## config.mk

```make
export PLATFORM = sky130hd
export DESIGN_NAME = switch_cmd_scheduler_flat
export DESIGN_NICKNAME = d
export VERILOG_FILES = /design/src/rtl/switch_cmd_scheduler_pkg.sv /design/src/rtl/switch_cmd_scheduler_if.sv /design/src/rtl/switch_cmd_scheduler_edge.sv /design/src/rtl/switch_cmd_scheduler.sv /design/src/flat_wrapper.sv
export SDC_FILE = /design/constraint.sdc
export NUM_CORES = 1
export LEC_CHECK = 0
export CELL_PAD_IN_SITES_DETAIL_PLACEMENT = 0
export CELL_PAD_IN_SITES_GLOBAL_PLACEMENT = 1
export CORE_MARGIN = 8
export CORE_UTILIZATION = 47
export DETAILED_ROUTE_END_ITERATION = 8
export HOLD_SLACK_MARGIN = 0.06
export PLACE_DENSITY = 0.84
export RECOVER_POWER = 100
export SLEW_MARGIN = 20
export SYNTH_ARGS = -nofsm -noshare
export SYNTH_HDL_FRONTEND = slang
export SYNTH_SLANG_ARGS = --single-unit
```

## constraint.sdc

```tcl
create_clock -name CLK -period 5.7 [get_ports CLK]
set_input_delay 0.57 -clock CLK [delete_from_list [all_inputs] [get_ports CLK]]
set_output_delay 0.57 -clock CLK [all_outputs]
set_load 0.02 [all_outputs]
```

## src/rtl/switch_cmd_scheduler_pkg.sv

```systemverilog
// Shared command codes, FSM states and small helpers for the switch command scheduler.
package switch_cmd_scheduler_pkg;

   localparam logic [1:0] CMD_NONE  = 2'd0;
   localparam logic [1:0] CMD_START = 2'd1;
   localparam logic [1:0] CMD_CLEAR = 2'd2;
   localparam logic [1:0] CMD_RESET = 2'd3;

   localparam int CNT_W = 24;

   typedef enum logic [1:0] {
      ST_IDLE,
      ST_ISSUE,
      ST_WAIT_DONE,
      ST_GAP
   } sched_state_e;

   // Pending flags are {RESET, CLEAR, START}; RESET outranks CLEAR outranks START.
   function automatic logic [1:0] pickCmd(input logic [2:0] pend);
      if (pend[2])      return CMD_RESET;
      else if (pend[1]) return CMD_CLEAR;
      else if (pend[0]) return CMD_START;
      else              return CMD_NONE;
   endfunction

   // An accepted RESET wipes every pending request, the others only their own flag.
   function automatic logic [2:0] clearMask(input logic [1:0] code);
      case (code)
         CMD_RESET: return 3'b111;
         CMD_CLEAR: return 3'b010;
         CMD_START: return 3'b001;
         default:   return 3'b000;
      endcase
   endfunction

endpackage

```

## src/rtl/switch_cmd_scheduler_if.sv

```systemverilog
// Command handshake between the scheduler (master) and the LCD command engine (slave).
interface switch_cmd_scheduler_if;

   logic       CMD_VALID;
   logic [1:0] CMD_CODE;
   logic       CMD_READY;
   logic       CMD_DONE;

   modport master (
      output CMD_VALID,
      output CMD_CODE,
      input  CMD_READY,
      input  CMD_DONE
   );

   modport slave (
      input  CMD_VALID,
      input  CMD_CODE,
      output CMD_READY,
      output CMD_DONE
   );

endinterface

```

## src/rtl/switch_cmd_scheduler_edge.sv

```systemverilog
// Three-bit rising-edge detector; history resets to 1 so levels held through reset stay silent.
module sched_edge_detect (
   input  logic       CLK,
   input  logic       RST,
   input  logic [2:0] i_level,
   output logic [2:0] o_rise
);

   logic [2:0] r_prev;

   always_ff @(posedge CLK) begin
      if (!RST) begin
         r_prev <= 3'b111;
      end else begin
         r_prev <= i_level;
      end
   end

   assign o_rise = i_level & ~r_prev;

endmodule

```

## src/rtl/switch_cmd_scheduler.sv

```systemverilog
// Turns debounced START/CLEAR/RESET switch edges into prioritised, rate-limited LCD commands.
import switch_cmd_scheduler_pkg::*;

module switch_cmd_scheduler #(
   parameter int GAP_CYCLES     = 16,
   parameter int TIMEOUT_CYCLES = 1000000
) (
   input  logic                          CLK,
   input  logic                          RST,
   input  logic                          D0,
   input  logic                          D1,
   input  logic                          D2,
   switch_cmd_scheduler_if.master        cmd,
   output logic                          BUSY,
   output logic [2:0]                    PEND,
   output logic                          ERR
);

   localparam logic [CNT_W-1:0] TIMEOUT_LAST = CNT_W'(TIMEOUT_CYCLES - 1);
   localparam logic [CNT_W-1:0] GAP_LAST     = CNT_W'(GAP_CYCLES - 1);

   sched_state_e     r_state;
   logic             r_cmdValid;
   logic [1:0]       r_cmdCode;
   logic [2:0]       r_pend;
   logic             r_err;
   logic             r_busy;
   logic [CNT_W-1:0] r_cnt;

   logic [2:0]       w_rise;
   logic [2:0]       w_clr;

   sched_edge_detect u_edge (
      .CLK     (CLK),
      .RST     (RST),
      .i_level ({D2, D1, D0}),
      .o_rise  (w_rise)
   );

   always_comb begin
      w_clr = 3'b000;
      if (r_state == ST_ISSUE && cmd.CMD_READY) begin
         w_clr = clearMask(r_cmdCode);
      end
   end

   // One counter serves both WAIT_DONE timeout and GAP length; it is reloaded on every entry.
   always_ff @(posedge CLK) begin
      if (!RST) begin
         r_state    <= ST_IDLE;
         r_cmdValid <= 1'b0;
         r_cmdCode  <= CMD_NONE;
         r_pend     <= 3'b000;
         r_err      <= 1'b0;
         r_busy     <= 1'b0;
         r_cnt      <= '0;
      end else begin
         r_pend <= (r_pend & ~w_clr) | w_rise;
         r_err  <= 1'b0;
         case (r_state)
            ST_IDLE: begin
               if (r_pend != 3'b000) begin
                  r_state    <= ST_ISSUE;
                  r_cmdValid <= 1'b1;
                  r_cmdCode  <= pickCmd(r_pend);
                  r_busy     <= 1'b1;
               end
            end
            ST_ISSUE: begin
               if (cmd.CMD_READY) begin
                  r_state    <= ST_WAIT_DONE;
                  r_cmdValid <= 1'b0;
                  r_cmdCode  <= CMD_NONE;
                  r_cnt      <= '0;
               end
            end
            ST_WAIT_DONE: begin
               if (cmd.CMD_DONE) begin
                  r_state <= ST_GAP;
                  r_cnt   <= '0;
               end else if (r_cnt == TIMEOUT_LAST) begin
                  r_state <= ST_GAP;
                  r_err   <= 1'b1;
                  r_cnt   <= '0;
               end else begin
                  r_cnt <= r_cnt + 1'b1;
               end
            end
            ST_GAP: begin
               if (r_cnt == GAP_LAST) begin
                  r_state <= ST_IDLE;
                  r_busy  <= 1'b0;
                  r_cnt   <= '0;
               end else begin
                  r_cnt <= r_cnt + 1'b1;
               end
            end
            default: begin
               r_state    <= ST_IDLE;
               r_cmdValid <= 1'b0;
               r_cmdCode  <= CMD_NONE;
               r_busy     <= 1'b0;
               r_cnt      <= '0;
            end
         endcase
      end
   end

   assign cmd.CMD_VALID = r_cmdValid;
   assign cmd.CMD_CODE  = r_cmdCode;
   assign BUSY          = r_busy;
   assign PEND          = r_pend;
   assign ERR           = r_err;

endmodule

```

## src/flat_wrapper.sv

```systemverilog
// flat-port wrapper written by rule: the top's interface ports become plain ports
module switch_cmd_scheduler_flat 
#(
   parameter int GAP_CYCLES     = 16,
   parameter int TIMEOUT_CYCLES = 1000000
)
  (CLK, RST, D0, D1, D2, BUSY, PEND, ERR, cmd_CMD_VALID, cmd_CMD_CODE, cmd_CMD_READY, cmd_CMD_DONE);
  switch_cmd_scheduler_if cmd_i ();
  input  logic CLK;
  input  logic RST;
  input  logic D0;
  input  logic D1;
  input  logic D2;
  output logic BUSY;
  output logic [2:0] PEND;
  output logic ERR;
  output wire logic [$bits(cmd_i.CMD_VALID)-1:0] cmd_CMD_VALID;
  output wire logic [$bits(cmd_i.CMD_CODE)-1:0] cmd_CMD_CODE;
  input wire logic [$bits(cmd_i.CMD_READY)-1:0] cmd_CMD_READY;
  input wire logic [$bits(cmd_i.CMD_DONE)-1:0] cmd_CMD_DONE;
  assign cmd_CMD_VALID = cmd_i.CMD_VALID;
  assign cmd_CMD_CODE = cmd_i.CMD_CODE;
  assign cmd_i.CMD_READY = cmd_CMD_READY;
  assign cmd_i.CMD_DONE = cmd_CMD_DONE;
  switch_cmd_scheduler #(.GAP_CYCLES(GAP_CYCLES), .TIMEOUT_CYCLES(TIMEOUT_CYCLES)) u_core (.CLK(CLK), .RST(RST), .D0(D0), .D1(D1), .D2(D2), .cmd(cmd_i), .BUSY(BUSY), .PEND(PEND), .ERR(ERR));
endmodule
```

==> results of run 1 <==
power by group:
part,switching [mW],internal (mW)
combinational,0.122,0.0738
clock,0.0883,0.0959
sequential,0.0136,0.276
cell type report:
| class | instances | share of cell area [%] |
|---|---|---|
| clock buffers | 7 | 4.04 |
| repair buffers | 14 | 6.55 |
| multi-input cells | 164 | 50.1 |
| well taps | 50 | 2.93 |
| flip-flops and latches | 37 | 34.6 |
| inverters | 10 | 1.76 |
metal layers:
metal | GRT usage [%] | part of all wire (%) | routed length, µm | up-vias
li1 | - | - | - | 782
met1 | 17.3 | 51 | 1920 | 683
met2 | 17.7 | 44 | 1630 | 24
met3 | 3.46 | 4.8 | 179 | 2
met4 | 4.36 | 0.51 | 19 | 0
met5 | 0 | 0 | 0 | -
placed cells by master, fill, tap and decap left out, types with 2 or more instances in the layout:
cell type	Yosys	final
and4_1	3	3
o211a_1	2	2
nand3_1	8	8
nand3b_1	2	2
and2_1	4	3
nor2_1	18	18
nand2b_1	3	3
xor2_1	9	9
nor3_1	5	6
xnor2_1	5	5
a21boi_0	2	2
clkbuf_8	0	6
nor2_2	10	10
o21a_1	2	2
nor4_2	4	4
nor2b_1	8	8
nand4_1	9	9
dlygate4sd3_1	0	9
a21oi_1	10	10
and3_1	4	5
o21ai_0	7	8
a22o_1	1	2
clkdlybuf4s50_1	0	5
inv_1	10	10
dfxtp_1	37	37
nor4_1	2	2
nand2_1	22	22
ha_1	6	6
mux2i_1	6	6
worst paths after layout:
check             depth (start not counted)  slack (ps)          endpoint
setup / recovery                          7        2090   u_core.r_cnt[8]
hold reg to reg                           1         460  u_core.r_cnt[23]
hold / removal                            1         460  u_core.r_cnt[23]
setup reg to reg                          7        2090   u_core.r_cnt[8]
cells by family after synthesis:
logic type / after synthesis / synth area share [%]
muxes: 6 / 3.10
buffers and inverters: 18 / 4.52
adders and majority gates: 6 / 3.87
xor gates and xnor gates: 14 / 6.33
and+or+nand+nor: 109 / 33.5
AOI/OAI and AO/OA: 29 / 10.5
DFF: 37 / 38.2
state kept, by name, indices dropped and copies added (netlist names):
register,cells
u_core.r_cnt,24
u_core.PEND,3
u_core.u_edge.r_prev,3
u_core.cmd.CMD_CODE,2
u_core.r_state,2
u_core.BUSY,1
u_core.ERR,1
u_core.cmd.CMD_VALID,1
metrics by stage:
stage,cell area (µm²),total power [mW]
4_1_cts,2180,0.701
6_report,2140,0.669
3_5_place_dp,2090,0.515
2_1_floorplan,1940,0.473
3_3_place_gp,2090,0.514
5_1_grt,2140,0.714
worst register-to-register path, delay by kind of cell (launching register included):
family	cells	cell delay, ps
AOI/OAI and AO/OA	2	1930
adders and majority gates	1	260
DFF	1	400
and+or+nand+nor	4	810
==> results.ini, run 1 <==
[run_status]
outcome=finished, violations left
violations=capacitance limit, slew limit

[clock_tree]
cts_root_buf=clkbuf_8
cts_setup_buffers=0
cts_tree=yes
clock_latency_ps=290
clkSinkCount=37
cts_buffer_depth=2
cts_hold_buf=0
cts_buffers=5
cts_resized=0
h-tree-depth=2
path_clk_slew_ps=70

[cells_and_area]
antenna_cells=0
fillers=372
nets=245
postLayoutCoreUtil_pct=53.8
multi_input_area_um2=1070
area_delta_synth_final_pct=10.3
regArea_um2=741
drive_gt1_share_pct=9.48
layout.cells.non_filler=282

[floorplanning]
coreArea_um2=3970
die_x_um=80.2
die-height_um=80.2
std_cell_rows=23
ioPinCount=15
design.die.area_um2=6430
initial_core_util_pct=48.8

[global_route]
grt_usage_pct=12.4
grt_pass1_wl_um=6490
antenna_found_initial=0
grt_pass1_vias=1370
grt_max_degree=21
grt_overflow=0

[synthesis]
synthesis.area_um2=1940
synth.area.top_cells=dfxtp_1 38%, nand2_1 4.3%, xor2_1 4.1%
yosysMostFrequentCell=dfxtp_1
yosysTopAreaCellShare_pct=38.2
synth_edf_count=0
yosysTopAreaCell=dfxtp_1
yosys-top-cells-count=37 x dfxtp_1, 22 x nand2_1, 18 x nor2_1
seq_area_frac_synth_pct=38.2
async_reset_ff_share_pct=0
synth.distinct_cells=42
synth-seq-cells=37
syn_area_per_cell_um2=8.85
syn_inst=219
synth_nets=232
yosys_warnings=0
synth_flop_cell=dfxtp_1

[power_and_ir_drop]
p_leak_nw=0.779
powerDensity_nw_per_um2=313
peakVddDrop_mv=0.205

[critical_path]
cp_top_family=compound AO/OA/AOI/OAI gates
critPathSlowestCell=o21ai_0
critical_path.max_fanout=15
required_ps=5780
crit_buf_inv=0
crit_top_cell=and3_1
critical_path.startpoint=u_core.r_cnt[0]
r2r-start=u_core.r_cnt[0]
max_stage_delay_ps=1660
crit_chain=ha_1, and3_1, and3_1, nand3b_1, a22o_1, o21ai_0, nor2_1
end_kind=flop
start_kind=flop
cp.arrival_ps=3690
path_class=flop to flop

[placed_design]
routabilityCongestion=0.828
portBuffers=14
dp_slack_ps=3060
placedCellCount=275
post-dp-hpwl_um=2750

[routing]
via_count=1491
drtPass1Iterations=4
first_iter_violations=152
postRouteAntennaNets=0
viasPerCell=5.29
drc=0
finalWirelength_um=3750
post_drt_wl_per_cell_um=13.3

[timing]
postLayoutSetupSlackWorst_ps=2090
fin_crit_sh_pct=63.3
final-setup-viol-count=0
slew_viol_final=16
clock_skew_ps=6.39
holdWs_ps=464
fmax_mhz=277
period_needed_ps=3610
relSlewSlack_pct=-48.4
tightest_slew_ps=2200
setup_tns_ps=0
hold_viol=0
rsz0062_at_grt=false

[min_path]
min_from=u_core.r_cnt[23]
worstHoldPathType=flop to flop

[job]
cap_violations=1

No activity file was read; power rests on OpenSTA's default activity.
==> run 2: changes to the inputs <==
- CORE_UTILIZATION: 47 -> 44
- PLACE_DENSITY: 0.84 -> 0.79
- clock period: 5.7 -> 3.36 ns (I/O delays scaled with it)
==> run 2 against run 1 <==
The flow now finishes without violations; clock-buffer cell count decreased by 1; non-clock buffer count is the same; worst setup slack got worse by 1300 ps; cell count grew 1.1%; sequential cell count unchanged; combinational power rose by 69%; sequential share of layout area decreased by 0.52 points; worst hold slack improved by 9.6 ps; first-iteration DRC count shrank 49%; via count fell by 0.34%; power up 84%; critical endpoint is now u_core.r_cnt[5]; largest cell class unchanged; highest routed layer unchanged.
==> results.ini, run 2 (synthesized netlist as in run 1, its figures left out) <==
[global_route]
grt_usage_pct=12.3  ; -0.15 points
grt_pass1_wl_um=6470  ; -0.42%
grt_overflow=0  ; unchanged
antenna_found_initial=0  ; unchanged
grt_max_degree=21  ; unchanged
grt_pass1_vias=1366  ; -0.29%

[clock_tree]
cts_resized=0  ; unchanged
cts_setup_buffers=0  ; unchanged
cts_hold_buf=0  ; unchanged
cts_buffer_depth=2  ; unchanged
cts_buffers=5  ; unchanged
cts_tree=yes
path_clk_slew_ps=80  ; about the same
cts_root_buf=clkbuf_8
clock_latency_ps=300  ; about the same
clkSinkCount=37  ; unchanged
h-tree-depth=2  ; unchanged

[critical_path]
r2r-end=u_core.r_cnt[5]
crit_top_cell=and3_1
r2r-start=u_core.r_cnt[0]
required_ps=3510  ; -2270 ps
cp.arrival_ps=2730  ; -960 ps
critical_path.startpoint=u_core.r_cnt[0]
worst_r2r_path_depth=7  ; unchanged
reg2reg_setup_slack_ps=770  ; -1320 ps
path_class=flop to flop
critPathSlowestCell=o21ai_2
start_kind=flop
critical_path.max_fanout=15  ; unchanged
max_stage_delay_ps=680  ; -980 ps
end_kind=flop
crit_chain=ha_1, and3_1, and3_1, nand3b_1, a22o_1, o21ai_2, nor2_1

[timing]
period_needed_ps=2590  ; -1020 ps
relSlewSlack_pct=42.9  ; +91 points
slew_viol_final=0  ; -16
tightest_slew_ps=856  ; -1350 ps
fin_crit_sh_pct=77.0  ; +14 points
hold_viol=0  ; unchanged
clock_skew_ps=10.6  ; +4.20 ps
fmax_mhz=387  ; +39%
holdWs_ps=474  ; +9.61 ps
setup_tns_ps=0  ; unchanged
rsz0062_at_grt=false
final-setup-viol-count=0  ; unchanged

[cells_and_area]
area_delta_synth_final_pct=12.0
drive_gt1_share_pct=10.3  ; +0.82 points
largest_register=u_core.r_cnt
antenna_cells=0  ; unchanged
mostFrequentLayoutCells=37 x dfxtp_1, 22 x nand2_1, 18 x nor2_1
largest_register_ffs=24  ; unchanged
final_common_cell=dfxtp_1
nets=245  ; unchanged

[min_path]
min_from=u_core.r_cnt[23]
hold_end=u_core.r_cnt[23]
whs_path_depth=1  ; unchanged
worstHoldPathType=flop to flop

[power_and_ir_drop]
switchingPower_uw=399  ; +78%
p_clk_share_pct=33.2  ; +5.7 points
p_int_uw=833  ; +87%
powerDensity_nw_per_um2=567  ; +81%
switching_share_pct=32.4  ; -1.0 points
peakVddDrop_mv=0.332  ; +62%
p_leak_nw=0.791  ; +1.6%
p_comb_share_pct=27.0  ; -2.2 points
power_frac_seq_pct=39.9  ; -3.4 points

[floorplanning]
initial_core_util_pct=45.1  ; -3.7 points
std_cell_rows=24  ; +4.3%
ioPinCount=15  ; unchanged
die_x_um=82.4  ; +2.7%
die-height_um=82.4  ; +2.7%
design.die.area_um2=6780  ; +5.4%
coreArea_um2=4290  ; +8.1%

[routing]
post_drt_wl_per_cell_um=13.3  ; about the same
drtPass1Iterations=4  ; unchanged
finalWirelength_um=3790  ; +1.1%
first_iter_violations=78  ; -49%
postRouteAntennaNets=0  ; unchanged
via_count=1486  ; -0.34%
drc=0  ; unchanged
viasPerCell=5.21  ; -1.4%

[placed_design]
post-dp-hpwl_um=2840  ; +3.5%
routabilityCongestion=0.811  ; -2.0%
portBuffers=14  ; unchanged

[job]
cap_violations=0  ; -1

[run_status]
outcome=complete, no violations

## run 2: cell count changes in the layout (fill, tap and decap cells not counted)
cell and change:
bufinv_16 +1, clkbuf_1 -1, clkinvlp_4 +1, nor2b_1 +1, nor2b_4 -1, o21ai_0 -1, o21ai_2 +1
## run 2: power by group through the flow
| stage | Clock (mW) | Sequential, mW | Combinational [mW] |
|---|---|---|---|
| after floorplan | 0 | 0.518 | 0.285 |
| after global routing | 0.438 | 0.497 | 0.374 |
| after CTS | 0.421 | 0.492 | 0.374 |
| after detailed placement | 0 | 0.503 | 0.371 |
| final | 0.408 | 0.491 | 0.332 |
| after global placement | 0 | 0.503 | 0.369 |
## run 2: worst max path at each step
stage	cells past startpoint	slack, ps	end
global placement	5	980	u_core.r_cnt[18]
finish	7	770	u_core.r_cnt[5]
global route	8	580	u_core.r_cnt[18]
floorplan	9	1390	u_core.r_cnt[18]
CTS	8	980	u_core.r_cnt[18]
detailed placement	7	930	u_core.r_cnt[18]
## run 2: through the flow
step	utilization (%)	setup slack, ps	power (mW)	cells	cell area (µm²)
after global routing	50.6	585	1.31	285	2170
after detailed placement	48.7	933	0.874	277	2090
after CTS	51.5	982	1.29	285	2210
after global placement	48.7	982	0.872	277	2090
after floorplan	-	1390	0.803	219	1940
final	50.6	774	1.23	285	2170
## run 2: area by class of cell
cell class                      count  area, µm²
Sequential cell                    37        741
Tap cell                           52       65.1
Clock inverter                      2       37.5
Multi-Input combinational cell    164       1070
Timing Repair Buffer               14        140
Inverter                           10       37.5
Fill cell                         433       2120
Clock buffer                        6       82.6
## run 2: layer usage
layer / track usage [%] / wire length [µm] / vias up
li1: - / - / 780
met1: 16.7 / 2050 / 689
met2: 17.6 / 1570 / 11
met3: 3.57 / 120 / 6
met4: 5.26 / 55 / 0
met5: 0 / 0 / -
## run 2: critical path: cells and delay by family, from the launching register on
family,cells,cell delay (ps)
compound gates,2,960
flops,1,410
simple gates,4,800
fa+ha+maj,1,270
